==> src/rtl/wc_cmd_gen.sv <==
// Window/cursor command front end: button synchronise, debounce and press-edge detection, plus the zoom state.
// Optional auto-repeat of the four direction buttons when WC_AUTOREPEAT_EN is defined.
module wc_cmd_gen #(
  parameter int DB_W          = 20,
  parameter int DB_CYCLES     = 500000,
  parameter int REPEAT_DELAY  = 20000000,
  parameter int REPEAT_PERIOD = 5000000,
  parameter int MIN_CELLS     = 8,
  parameter int MAX_CELLS     = 128,
  parameter int INIT_CELLS    = 16
) (
  input  logic       clk,
  input  logic       rst,
  input  logic       btn_up,
  input  logic       btn_down,
  input  logic       btn_left,
  input  logic       btn_right,
  input  logic       btn_mode,
  input  logic       btn_zoom_in,
  input  logic       btn_zoom_out,
  input  logic       run_mode,
  output logic [6:0] wc_cmds,
  output logic [7:0] win_numCells
);

  localparam int NB     = 7;
  localparam int B_UP   = 6;
  localparam int B_DOWN = 5;
  localparam int B_LEFT = 4;
  localparam int B_RGHT = 3;
  localparam int B_MODE = 2;
  localparam int B_ZIN  = 1;
  localparam int B_ZOUT = 0;

  localparam logic [7:0]      MIN_C  = 8'(MIN_CELLS);
  localparam logic [7:0]      MAX_C  = 8'(MAX_CELLS);
  localparam logic [7:0]      INIT_C = 8'(INIT_CELLS);
  localparam logic [DB_W-1:0] DB_END = DB_W'(DB_CYCLES - 1);

  if ((INIT_CELLS < MIN_CELLS) || (INIT_CELLS > MAX_CELLS) || (MAX_CELLS > 128) ||
      (REPEAT_PERIOD > REPEAT_DELAY) || (REPEAT_PERIOD < 1)) begin : g_bad_params
    $error("wc_cmd_gen: inconsistent parameters");
  end

  logic [NB-1:0]   btn_raw_s;
  logic [NB-1:0]   sync1_r;
  logic [NB-1:0]   sync2_r;
  logic [NB-1:0]   db_r;
  logic [NB-1:0]   db_prev_r;
  logic [DB_W-1:0] db_cnt_r [NB];
  logic [NB-1:0]   press_s;
  logic [NB-1:0]   cand_s;
  logic [NB-1:0]   cmd_next_s;
  logic [NB-1:0]   wc_cmds_r;
  logic [7:0]      cells_r;
  logic [7:0]      cells_next_s;

  // Bit order matches the wc_cmds bundle so candidates map one-to-one onto command bits.
  assign btn_raw_s = {btn_up, btn_down, btn_left, btn_right, btn_mode, btn_zoom_in, btn_zoom_out};

  // Two-flop synchroniser and per-button stability counter.
  always_ff @(posedge clk) begin
    if (rst) begin
      sync1_r   <= {NB{1'b0}};
      sync2_r   <= {NB{1'b0}};
      db_r      <= {NB{1'b0}};
      db_prev_r <= {NB{1'b0}};
      for (int i = 0; i < NB; i++) db_cnt_r[i] <= {DB_W{1'b0}};
    end else begin
      sync1_r   <= btn_raw_s;
      sync2_r   <= sync1_r;
      db_prev_r <= db_r;
      for (int i = 0; i < NB; i++) begin
        if (sync2_r[i] == db_r[i]) begin
          db_cnt_r[i] <= {DB_W{1'b0}};
        end else if (db_cnt_r[i] == DB_END) begin
          db_cnt_r[i] <= {DB_W{1'b0}};
          db_r[i]     <= ~db_r[i];
        end else begin
          db_cnt_r[i] <= db_cnt_r[i] + {{(DB_W-1){1'b0}}, 1'b1};
        end
      end
    end
  end

  assign press_s = db_r & ~db_prev_r;

`ifdef WC_AUTOREPEAT_EN
  // Hold counters count cycles since the press candidate; sized for the repeat delay, not DB_W.
  localparam int              RP_W    = $clog2(REPEAT_DELAY + 1);
  localparam logic [RP_W-1:0] RP_END  = RP_W'(REPEAT_DELAY);
  localparam logic [RP_W-1:0] RP_WRAP = RP_W'(REPEAT_DELAY - REPEAT_PERIOD + 1);
  localparam logic [RP_W-1:0] RP_ONE  = RP_W'(1);

  logic [RP_W-1:0] hold_cnt_r [4];
  logic [3:0]      rep_s;

  // Repeat candidate fires whenever a still-held direction reaches the delay mark.
  always_comb begin
    rep_s = 4'b0000;
    for (int j = 0; j < 4; j++) begin
      if (db_r[B_RGHT + j] && (hold_cnt_r[j] == RP_END)) rep_s[j] = 1'b1;
      else rep_s[j] = 1'b0;
    end
  end

  // Press starts the count, the delay mark wraps back by one period, release clears.
  always_ff @(posedge clk) begin
    if (rst) begin
      for (int j = 0; j < 4; j++) hold_cnt_r[j] <= {RP_W{1'b0}};
    end else begin
      for (int j = 0; j < 4; j++) begin
        if (!db_r[B_RGHT + j])              hold_cnt_r[j] <= {RP_W{1'b0}};
        else if (press_s[B_RGHT + j])       hold_cnt_r[j] <= RP_ONE;
        else if (hold_cnt_r[j] == RP_END)   hold_cnt_r[j] <= RP_WRAP;
        else if (hold_cnt_r[j] != {RP_W{1'b0}}) hold_cnt_r[j] <= hold_cnt_r[j] + RP_ONE;
        else                                hold_cnt_r[j] <= hold_cnt_r[j];
      end
    end
  end

  assign cand_s = press_s | {rep_s, 3'b000};
`else
  assign cand_s = press_s;
`endif

  // Cell count as it stands after the current edge, so limits see back-to-back zooms correctly.
  always_comb begin
    if (wc_cmds_r[B_ZIN])       cells_next_s = cells_r >> 1;
    else if (wc_cmds_r[B_ZOUT]) cells_next_s = cells_r << 1;
    else                        cells_next_s = cells_r;
  end

  // Arbitration: any zoom candidate wins over moves, conflicting zooms cancel, then up > down > left > right.
  always_comb begin
    cmd_next_s         = {NB{1'b0}};
    cmd_next_s[B_MODE] = wc_cmds_r[B_MODE];
    if (run_mode) begin
      cmd_next_s[B_MODE] = wc_cmds_r[B_MODE];
    end else begin
      cmd_next_s[B_MODE] = wc_cmds_r[B_MODE] ^ cand_s[B_MODE];
      if (cand_s[B_ZIN] || cand_s[B_ZOUT]) begin
        cmd_next_s[B_ZIN]  = cand_s[B_ZIN] & ~cand_s[B_ZOUT] & (cells_next_s > MIN_C);
        cmd_next_s[B_ZOUT] = cand_s[B_ZOUT] & ~cand_s[B_ZIN] & (cells_next_s < MAX_C);
      end else if (cand_s[B_UP]) begin
        cmd_next_s[B_UP] = 1'b1;
      end else if (cand_s[B_DOWN]) begin
        cmd_next_s[B_DOWN] = 1'b1;
      end else if (cand_s[B_LEFT]) begin
        cmd_next_s[B_LEFT] = 1'b1;
      end else if (cand_s[B_RGHT]) begin
        cmd_next_s[B_RGHT] = 1'b1;
      end else begin
        cmd_next_s[B_RGHT] = 1'b0;
      end
    end
  end

  // Registered command bundle and zoom state.
  always_ff @(posedge clk) begin
    if (rst) begin
      wc_cmds_r <= {NB{1'b0}};
      cells_r   <= INIT_C;
    end else begin
      wc_cmds_r <= cmd_next_s;
      cells_r   <= cells_next_s;
    end
  end

  assign wc_cmds      = wc_cmds_r;
  assign win_numCells = cells_r;

endmodule

==> config.mk <==
export PLATFORM = sky130hd
export DESIGN_NAME = wc_cmd_gen
export DESIGN_NICKNAME = d
export VERILOG_FILES = /design/src/rtl/wc_cmd_gen.sv
export SDC_FILE = /design/constraint.sdc
export NUM_CORES = 1
export LEC_CHECK = 0
export CAP_MARGIN = 20
export CORE_UTILIZATION = 45
export DETAILED_ROUTE_END_ITERATION = 6
export GPL_ROUTABILITY_DRIVEN = 0
export SLEW_MARGIN = 20
export SYNTH_ARGS = -nofsm -noshare
export SYNTH_HDL_FRONTEND = slang
export SYNTH_SLANG_ARGS = --single-unit
export TNS_END_PERCENT = 100
==> constraint.sdc <==
create_clock -name clk -period 6.4 [get_ports clk]
set_input_delay 0.96 -clock clk [delete_from_list [all_inputs] [get_ports clk]]
set_output_delay 0.96 -clock clk [all_outputs]
set_load 0.1 [all_outputs]
# Word level (Yosys, flattened, before mapping)
# Memories as Yosys holds them, arrays and structs flattened.
# Cells that the tools add are included.
# W data, S select, Z words.
[word_totals]
ff_bits = 43
mem_bits_rw = 140
output_inout_bits = 15
wordCells = 205
n_memories = 1
[op_classes]
add_sub_neg = 7
order_cmp = 2
n_eq_ne = 14
muxes = 106
bitwise_logic = 45
n_reduce_logical = 13
[mem_list]
columns = ["memory", "depth", "width", "read_ports", "rd_ports_with_merged_regs", "write_ports", "line_no", "rtl"]
rows = [
  ["db_cnt_r", 7, 20, 7, 0, 7, "50", "logic [DB_W-1:0] db_cnt_r [NB];"],
]
[op_table]
columns = ["op", "count"]
rows = [
  ["$mux W20", 21],
  ["$add A20 B1 Y20 const B", 7],
  ["$eq A20 B19 Y1 const B", 7],
  ["$mux W1", 83],
  ["$or A1 B1 Y1", 21],
  ["$not A1 Y1", 17],
  ["$mux W8", 2],
  ["$reduce_and A2 Y1", 7],
  ["$gt A8 B4 Y1 const B", 1],
  ["$lt A8 B8 Y1 const B", 1],
  ["$and A7 B7 Y7", 1],
  ["$eq A1 B1 Y1", 7],
  ["$not A7 Y7", 1],
  ["$reduce_or A3 Y1", 2],
  ["$reduce_or A6 Y1", 1],
  ["$reduce_or A5 Y1", 1],
  ["$and A1 B1 Y1", 4],
  ["$reduce_or A4 Y1", 1],
  ["$logic_or A1 B1 Y1", 1],
  ["$xor A1 B1 Y1", 1],
]

# Logic depth before layout (Yosys ltp)
# Gate-level depths: netlist (run 1).
[logic_depth]
word_depth = 7
mapped_depth = 7

# Worst setup path after synthesis (run 1)
# Ideal clock, no wire load.
[synth_timing]
kind = "input to register"
from = "input port rst"
to = "memory db_cnt_r[0][10], data pin"
t_arrival_ps = 1908
path_slack_ps = 4226
path_stages = 5
path_cell_list = "clkbuf_1 -> or2b_2 -> o21bai_2 -> clkbuf_1 -> nor2_1"
[synth_rtl]
columns = ["item", "line_no", "rtl"]
rows = [
  ["from (decl)", "13", "input logic rst,"],
  ["to (decl)", "50", ""],
]

# Worst setup path after layout (run 1)
[layout_timing]
from = "register wc_cmds_r[1], in the netlist wc_cmds[1]"
to = "output port wc_cmds[1]"
[layout_rtl]
columns = ["item", "line_no", "rtl"]
rows = [
  ["from (decl)", "54", "logic [NB-1:0] wc_cmds_r;"],
  ["from (signal assigned)", "162", "wc_cmds_r <= {NB{1'b0}};"],
  ["from (signal assigned)", "165", "wc_cmds_r <= cmd_next_s;"],
  ["to (decl)", "22", "output logic [6:0] wc_cmds,"],
]
# No word-level cell between the ends.

==> results of run 1 <==
sequential cells by signal, summed over array words and instances (netlist names):
register      flops
db_cnt_r        140
win_numCells      8
db_prev_r         7
db_r              7
sync1_r           7
sync2_r           7
wc_cmds           7
cells in the mapped netlist, types with 2 or more instances:
cell type / count / area share [%]
nand3_1: 48 / 2.6
o21a_1: 2 / 0.16
xnor2_1: 50 / 4.7
ha_1: 7 / 0.95
o21ba_2: 2 / 0.22
nor3_1: 19 / 1.0
and3_1: 12 / 0.81
buf_4: 4 / 0.32
nor2_1: 133 / 5.4
o31ai_1: 11 / 0.89
edfxtp_1: 140 / 45
and2_1: 5 / 0.34
mux2i_1: 5 / 0.54
inv_1: 25 / 1.0
buf_2: 3 / 0.16
or4_1: 21 / 1.7
or3_1: 30 / 2.0
a21oi_1: 46 / 2.5
or2_2: 3 / 0.20
or4b_1: 5 / 0.54
nor2b_1: 28 / 1.9
nor4_1: 13 / 0.88
and4_1: 16 / 1.5
nand2b_1: 4 / 0.27
nand2_1: 36 / 1.5
o21ai_1: 3 / 0.16
nor4b_1: 7 / 0.66
nor3b_1: 3 / 0.24
o21ai_0: 35 / 1.9
xor2_1: 46 / 4.3
nor4bb_1: 3 / 0.32
nand4_1: 44 / 3.0
clkbuf_1: 24 / 0.97
dfxtp_1: 43 / 9.3
a211oi_1: 3 / 0.24
through the flow:
stage	util, %	setup slack, ns	area [um^2]
6_report	53.7	3.08	10900
2_1_floorplan	-	4.23	9790
4_1_cts	53.7	3.07	10900
3_5_place_dp	50.8	3.54	10300
3_3_place_gp	50.8	3.55	10300
5_1_grt	53.7	3.00	10900
where the power goes:
| group | switching (mW) | internal, mW | leakage (nW) | total (mW) |
|---|---|---|---|---|
| logic | 0.0530 | 0.0380 | 1.59 | 0.0910 |
| registers | 0.0463 | 1.32 | 1.79 | 1.37 |
| clock network | 0.443 | 0.592 | 0.289 | 1.04 |
| total | 0.543 | 1.95 | 3.68 | 2.49 |
cells in the final DEF, fill, tap and decap left out, types with 4 or more instances in the layout:
cell,Yosys,layout
nor3_1,19,19
o21ai_1,3,6
nand2b_1,4,4
xor2_1,46,46
nor2_1,133,133
mux2i_1,5,5
dfxtp_1,43,43
conb_1,1,140
and3_1,12,12
a21oi_1,46,46
nor4_1,13,13
clkinv_2,0,6
nand3_1,48,48
nor4b_1,7,7
o21ai_0,35,32
edfxtp_1,140,140
and4_1,16,16
clkdlybuf4s50_1,0,23
nand4_1,44,44
and2_1,5,5
nor2b_1,28,28
or4_1,21,21
buf_4,4,7
ha_1,7,7
inv_1,25,25
or4b_1,5,5
nand2_1,36,36
o31ai_1,11,11
clkbuf_16,0,19
or3_1,30,30
xnor2_1,50,50
metal layers:
metal / vias up / share of wire, % / global-route usage [%]
met5: - / 0 / 0
met4: 0 / 1.2 / 5.74
li1: 3454 / - / -
met2: 71 / 46 / 26.3
met3: 17 / 2.2 / 2.76
met1: 3138 / 51 / 22.3
final cells by class:
type	instances	area [um^2]
Fill cell	1864	9370
Sequential cell	183	5060
Multi-Input combinational cell	794	4490
Clock buffer	21	493
Tap cell	270	338
Timing Repair Buffer	31	288
Inverter	25	93.8
Clock inverter	11	92.6
final timing paths:
path / from / to / cells after the start
max: wc_cmds[1] / wc_cmds[1] / 1
min: db_prev_r[3] / wc_cmds[3] / 1
max reg2reg: db_cnt_r[3][12] / db_cnt_r[3][10] / 5
min reg2reg: db_prev_r[3] / wc_cmds[3] / 1
kinds of logic (layout without fill, tap and decap cells):
family,count (synthesis),after routing
muxes,5,5
and+or+nand+nor,437,437
adders and majority gates,7,7
buffers and inverters,57,88
other,1,140
DFF,183,183
xor gates and xnor gates,96,96
AOI/OAI and AO/OA,109,109
==> impl_metrics.csv, run 1 <==
group,metric,value,unit
timing,fmax,301,MHz
setup_path,crit_path_max_incr_delay,1.24,ns
die,row_count,52,
setup_path,path_cells,"clkdlybuf4s50_1",
synthesis,synthAdderAreaFrac,0.945,%
finish,nNetsFinal,1069,
routing,wl_per_cell,12.2,um
synthesis,ys_seq_area_share,54.7,%
finish,fin_cells,1335,
grt,grt_pass1_vias,6106,
timing,worst_pin_slew,0.966,ns
finish,area_growth,17.2,%
synthesis,netlist_area,9270,um^2
cts,root_buffer,"clkbuf_16",
timing,period_share,51.9,%
routing,wl,16300,um
routing,dr.first_iter.drc_count,277,
synthesis,synth_top_family_by_area,"simple AND/OR/NAND/NOR gates",
timing,min_period,3.32,ns
setup_path,critPathBufInv,1,
cts,post_cts_buffers,0,
placed_design,dp_hpwl,11400,um
finish,diodes,0,
die,die-area,21200,um^2
setup_path,critPathTopFamily,"buffers and inverters",
die,initial_core_util,45.8,%
timing,hold_viol_final,0,
setup_path,path_max_fanout,20,
timing,rsz0062_at_grt,"no",
timing,setup_viol,0,
setup_path,crit_type,"reg -> out",
timing,skew,0.00846,ns
synthesis,muxShareOfSynthArea,0.540,%
cts,cts_tree,"built",
routing,vias_per_cell,5.00,
grt,grt_max_degree,30,
grt,grt_pass1_wl,28500,um
synthesis,synthXorXnorAreaFrac,9.07,%
cts,clock_latency,0.42,ns
setup_path,start_kind,"flip-flop",
cts,numClockSinks,183,
synthesis,yosys_warnings,0,
timing,slew_headroom,35.4,%
cts,cts.path.max_buffers,2,
die,core-area,20200,um^2
synthesis,synth_cells,895,
cts,htreeDepth,4,
grt,grt_antenna_before_repair,0,
synthesis,synth-seq-cells,183,
die,fp.dieH,146,um
setup_path,cp_data_arrival_time,2.36,ns
synthesis,ys_async_sr_fraction,0,%
outcome,status,"complete, no violations",
routing,antenna_left,0,
grt,grtUsageTotal,16.3,%
synthesis,avgSynthCellArea,10.4,um^2
cts,cts-resized-gates,0,
placed_design,io_buffers,24,
die,dieWidth,146,um
timing,setup_tns,0,ns
setup_path,cp.required,5.44,ns
synthesis,synth_edf_count,140,
routing,drt-pass1-iter-count,4,
timing,slew_viol_final,0,
cts,path_clk_slew,0.07,ns
synthesis,synth_compound_area_share,6.67,%
power_and_ir_drop,power_density,229,nW/um^2
hold_path,hold_path_class,"reg -> reg",
setup_path,crit_slowest_cell,"clkdlybuf4s50_1",
power_and_ir_drop,ir_drop,170,uV
cts,cts_buffers,17,
routing,drc,0,
finish,drive_above_1_share,4.60,%
cts,hold_buffers,0,
synthesis,yosysUniqueCellTypes,51,
timing,whs,0.404,ns
die,io-pin-count,25,
placed_design,dp_cells,1303,
setup_path,crit_path_end_kind,"output port",
grt,grt-ovfl-total,0,
synthesis,synth_simple_gate_area_share,25.6,%
routing,vias,6680,
flow_run,maxCapViolations,0,
synthesis,ys.flop_type,"edfxtp_1",
power_and_ir_drop,finalPower,2.49,mW
setup_path,rrSetupSlack,3.76,ns
power_and_ir_drop,total_leakage_power,3.68,nW
No activity file was read; power rests on OpenSTA's default activity.
==> run 2, diff against run 1 <==
clock period = 3.1 ns   (was 6.4 ns; I/O delays follow)
==> run 2 against run 1 <==
Against the previous run: the flow now finishes with violations (DRC); core utilization decreased by 0.28 points; clock power up 92%; count of clock-buffer cells in the layout is 2 higher; die area did not move; non-clock buffer count rose by 4; hold slack lost 0.016 ns; via count down 1.0%; critical path depth grew 4; sequential cell count is the same; register-to-register slack worse by 3.2 ns; global-route usage up 0.33 points; setup slack worse by 2.6 ns; critical endpoint is now db_cnt_r[5][11]; highest routed layer unchanged.
==> impl_metrics.csv, run 2 (synthesized netlist as in run 1, its figures left out) <==
group,metric,value,unit
outcome,status,"complete, but fails checks",
outcome,violations,"DRC",
cts,cts.path.max_buffers,2,
timing,slew_headroom,58.3,%
grt,grt_max_degree,31,
cts,htreeDepth,4,
cts,cts_tree,"built",
finish,top_register,"db_cnt_r",
placed_design,io_buffers,24,
placed_design,dp_hpwl,11600,um
routing,drt-pass1-iter-count,6,
timing,rsz0062_at_grt,"no",
routing,vias,6611,
die,die-area,21200,um^2
setup_path,start_kind,"flip-flop",
cts,post_cts_buffers,0,
grt,use_met3,2.79,%
timing,setup_ws,0.520,ns
routing,wl,16400,um
finish,nNetsFinal,1073,
routing,vias_per_cell,4.94,
setup_path,cp_data_arrival_time,2.76,ns
power_and_ir_drop,total_leakage_power,3.68,nW
placed_design,pre_cts_slack,0.520,ns
cts,clock_latency,0.42,ns
timing,worst_pin_slew,0.621,ns
hold_path,hold_path_class,"reg -> reg",
setup_path,path_max_fanout,9,
power_and_ir_drop,ir_drop,303,uV
setup_path,crit_path_end_kind,"flip-flop",
cts,cts-resized-gates,0,
timing,setup_tns,0,ns
routing,wl_per_cell,12.2,um
routing,drc,1,
timing,period_share,83.2,%
setup_path,r2r_cells,5,
finish,largest_reg_flops,140,
grt,grt_pass1_vias,6155,
die,core-area,20200,um^2
grt,grtUsageTotal,16.7,%
cts,cts_buffers,17,
grt,grt.met1_usage,22.9,%
routing,dr.first_iter.drc_count,297,
timing,fmax,388,MHz
hold_path,holdPathStages,1,
die,initial_core_util,45.8,%
cts,path_clk_slew,0.06,ns
setup_path,crit_type,"reg -> reg",
timing,skew,0.00990,ns
grt,grt_pass1_wl,28800,um
cts,root_buffer,"clkbuf_16",
finish,fin_util,53.4,%
grt,busiest_layer,"met2",
die,row_count,52,
flow_run,maxCapViolations,0,
cts,hold_buffers,0,
finish,area_growth,16.6,%
finish,mostFrequentLayoutCells,"edfxtp_1 (140), conb_1 (140), nor2_1 (133)",
routing,antenna_left,0,
finish,diodes,0,
timing,slew_viol_final,0,
die,fp.dieH,146,um
setup_path,cp.required,3.28,ns
cts,numClockSinks,183,
timing,setup_viol,0,
finish,drive_above_1_share,5.89,%
grt,use_met2,26.7,%
die,io-pin-count,25,
die,dieWidth,146,um
grt,grt-ovfl-total,0,
timing,hold_viol_final,0,
power_and_ir_drop,power_density,463,nW/um^2
grt,grt_antenna_before_repair,0,
timing,min_period,2.58,ns
## run 2: cell types whose count changed in the layout (fill, tap and decap cells not counted), sizes merged
cell,before,now
buf,8,27
clkdlybuf4s50,23,8
clkbuf,21,23
clkinv,6,4
clkinvlp,2,4
inv,27,25
## run 2: layout make-up
cell class | instances | area (um^2)
Inverter | 25 | 93.8
Tap cell | 270 | 338
Clock buffer | 23 | 458
Timing Repair Buffer | 35 | 280
Clock inverter | 9 | 78.8
Sequential cell | 183 | 5060
Multi-Input combinational cell | 794 | 4490
Fill cell | 1828 | 9430
## run 2: worst paths after layout
kind	slack, ns	startpoint	endpoint
hold reg to reg	0.39	db_prev_r[3]	wc_cmds[3]
setup / recovery	0.52	db_cnt_r[5][6]	db_cnt_r[5][11]
hold / removal	0.39	db_prev_r[3]	wc_cmds[3]
setup reg to reg	0.52	db_cnt_r[5][6]	db_cnt_r[5][11]
## run 2: critical path: stages (launching register included)
cell and delay [ns]:
edfxtp_1 0.46, or4b_1 0.55, or4b_1 0.57, o21ai_1 0.43
buf_4 0.25, nor2_1 0.06
## run 2: routing by layer
layer  share of wire [%]  vias up
met5                   0        -
met4                 1.3        0
met3                 1.9       12
met2                  46       62
met1                  50     3064
li1                    -     3473
## run 2: power breakdown
group	switching, mW	internal [mW]	leakage [nW]
logic	0.110	0.0799	1.64
clock network	0.877	1.12	0.251
registers	0.0953	2.73	1.79
total	1.08	3.93	3.68
## run 2: stage by stage
step / instances / area (um^2) / total power [mW] / hold slack, ns
detailed placement: 1307 / 10300 / 3.06 / 0.379
CTS: 1339 / 10800 / 5.08 / 0.389
global route: 1339 / 10800 / 5.23 / 0.395
floorplan: 1034 / 9790 / 3.00 / 0.374
finish: 1339 / 10800 / 5.01 / 0.388
global placement: 1307 / 10300 / 3.06 / 0.381
==> run 3, diff against run 2 <==
clock period = 2.3 ns   (was 3.1 ns; I/O delays follow)
==> run 3 against run 2 <==
Against the previous run: the flow now finishes without violations; combinational power grew 61%; sequential cell count is the same; via count grew 2.0%; setup slack lost 0.44 ns; clock power grew 49%; global-route usage grew 0.32 points; clock skew shrank 0.0010 ns; first-iteration DRC count shrank 1.7%; wire length grew 2.0%.
==> impl_metrics.csv, run 3 (synthesized netlist as in run 1, its figures left out) <==
group,metric,value,unit
cts,cts.path.max_buffers,2,
routing,antenna_left,0,
power_and_ir_drop,power_density,634,nW/um^2
finish,fill_cells,1843,
hold_path,min_from,"rst",
timing,setup_viol,0,
timing,worst_pin_slew,0.606,ns
placed_design,pre_cts_slack,0.0716,ns
finish,register_area,5060,um^2
die,fp.dieH,146,um
timing,min_period,2.22,ns
setup_path,cp.required,2.47,ns
hold_path,holdPathStages,2,
timing,fmax,451,MHz
timing,period_share,96.4,%
flow_run,maxCapViolations,0,
placed_design,dp_cells,1342,
grt,grt_max_degree,21,
setup_path,crit_path_end_kind,"flip-flop",
routing,vias,6742,
finish,nNetsFinal,1108,
cts,clock_latency,0.42,ns
cts,path_clk_slew,0.06,ns
routing,drc,0,
cts,cts_tree,"built",
finish,multi_input_area,4500,um^2
die,io-pin-count,25,
grt,grt-ovfl-total,0,
power_and_ir_drop,finalPower,7.07,mW
grt,grt_pass1_vias,6349,
cts,cts_buffers,17,
timing,skew,0.00886,ns
finish,drive_above_1_share,9.42,%
die,row_count,52,
outcome,status,"complete, no violations",
placed_design,io_buffers,24,
hold_path,hold_path_class,"in -> reg",
die,dieWidth,146,um
cts,numClockSinks,183,
placed_design,dp_hpwl,12100,um
routing,drt-pass1-iter-count,4,
routing,wl_per_cell,12.2,um
setup_path,rrSetupSlack,0.08,ns
finish,fin_cells,1374,
routing,wl_met1,8380,um
die,die-area,21200,um^2
finish,diodes,0,
timing,slew_viol_final,0,
finish,largest_reg_flops,140,
setup_path,crit_type,"reg -> reg",
grt,grt_pass1_wl,29300,um
die,core-area,20200,um^2
setup_path,path_max_fanout,8,
routing,dr.first_iter.drc_count,292,
cts,hold_buffers,0,
die,initial_core_util,45.8,%
timing,slew_headroom,59.5,%
power_and_ir_drop,ir_drop,551,uV
timing,setup_ws,0.0820,ns
setup_path,r2r_start,"db_cnt_r[5][6]",
power_and_ir_drop,total_leakage_power,3.90,nW
finish,top_register,"db_cnt_r",
routing,top_layer_used,"met4",
timing,rsz0062_at_grt,"no",
setup_path,cp-startpoint,"db_cnt_r[5][6]",
cts,htreeDepth,4,
finish,mostFrequentLayoutCells,"edfxtp_1 (140), conb_1 (140), nor2_1 (133)",
finish,area_growth,20.4,%
timing,setup_tns,0,ns
setup_path,cp_data_arrival_time,2.39,ns
grt,grtUsageTotal,17.0,%
setup_path,r2r_cells,5,
routing,wl,16700,um
timing,hold_viol_final,0,
routing,wl_met3,288,um
setup_path,start_kind,"flip-flop",
routing,dr_wl_met2,7800,um
routing,vias_per_cell,4.91,
cts,root_buffer,"clkbuf_16",
grt,grt_antenna_before_repair,0,
-- run 3: final cells by class --
cell class	count	area share [%]
Sequential cell	183	45.4
Multi-Input combinational cell	794	40.3
Timing Repair Buffer	70	5.01
Clock buffer	20	4.09
Tap cell	270	3.03
Clock inverter	12	1.35
Inverter	25	0.841
-- run 3: final timing paths --
check	end
hold reg to reg	sync2_r[1]
setup / recovery	db_cnt_r[5][10]
setup reg to reg	db_cnt_r[5][10]
hold / removal	db_r[6]
-- run 3: through the flow --
step | utilization [%] | cell area (um^2) | hold WS, ns
final | 55.1 | 11200 | 0.225
after global routing | 55.1 | 11200 | 0.243
after CTS | 55.1 | 11200 | 0.216
after detailed placement | 52.1 | 10500 | 0.421
after global placement | 52.1 | 10500 | 0.417
after floorplan | - | 9790 | 0.374
-- run 3: worst max-delay path: stages (launching register included) --
cell and delay, ns:
edfxtp_1 0.38, or4b_1 0.53, or4b_1 0.58, o21ai_1 0.23, buf_4 0.20, nor2_1 0.06
-- run 3: where the power goes --
group	leakage [nW]	internal, mW	switching, mW
Sequential	1.79	3.67	0.115
Combinational	1.82	0.134	0.170
Clock	0.292	1.77	1.21
-- run 3: metal layers --
metal	global-route usage [%]	vias up
met1	22.5	3130
met3	2.79	15
li1	-	3547
met5	0	-
met4	6.26	0
met2	28.1	50
-- run 3: timing repair --
action,in CTS,in global routing
setup buffers,0,0
resized for setup,0,2
setup endpoints to repair,0,6
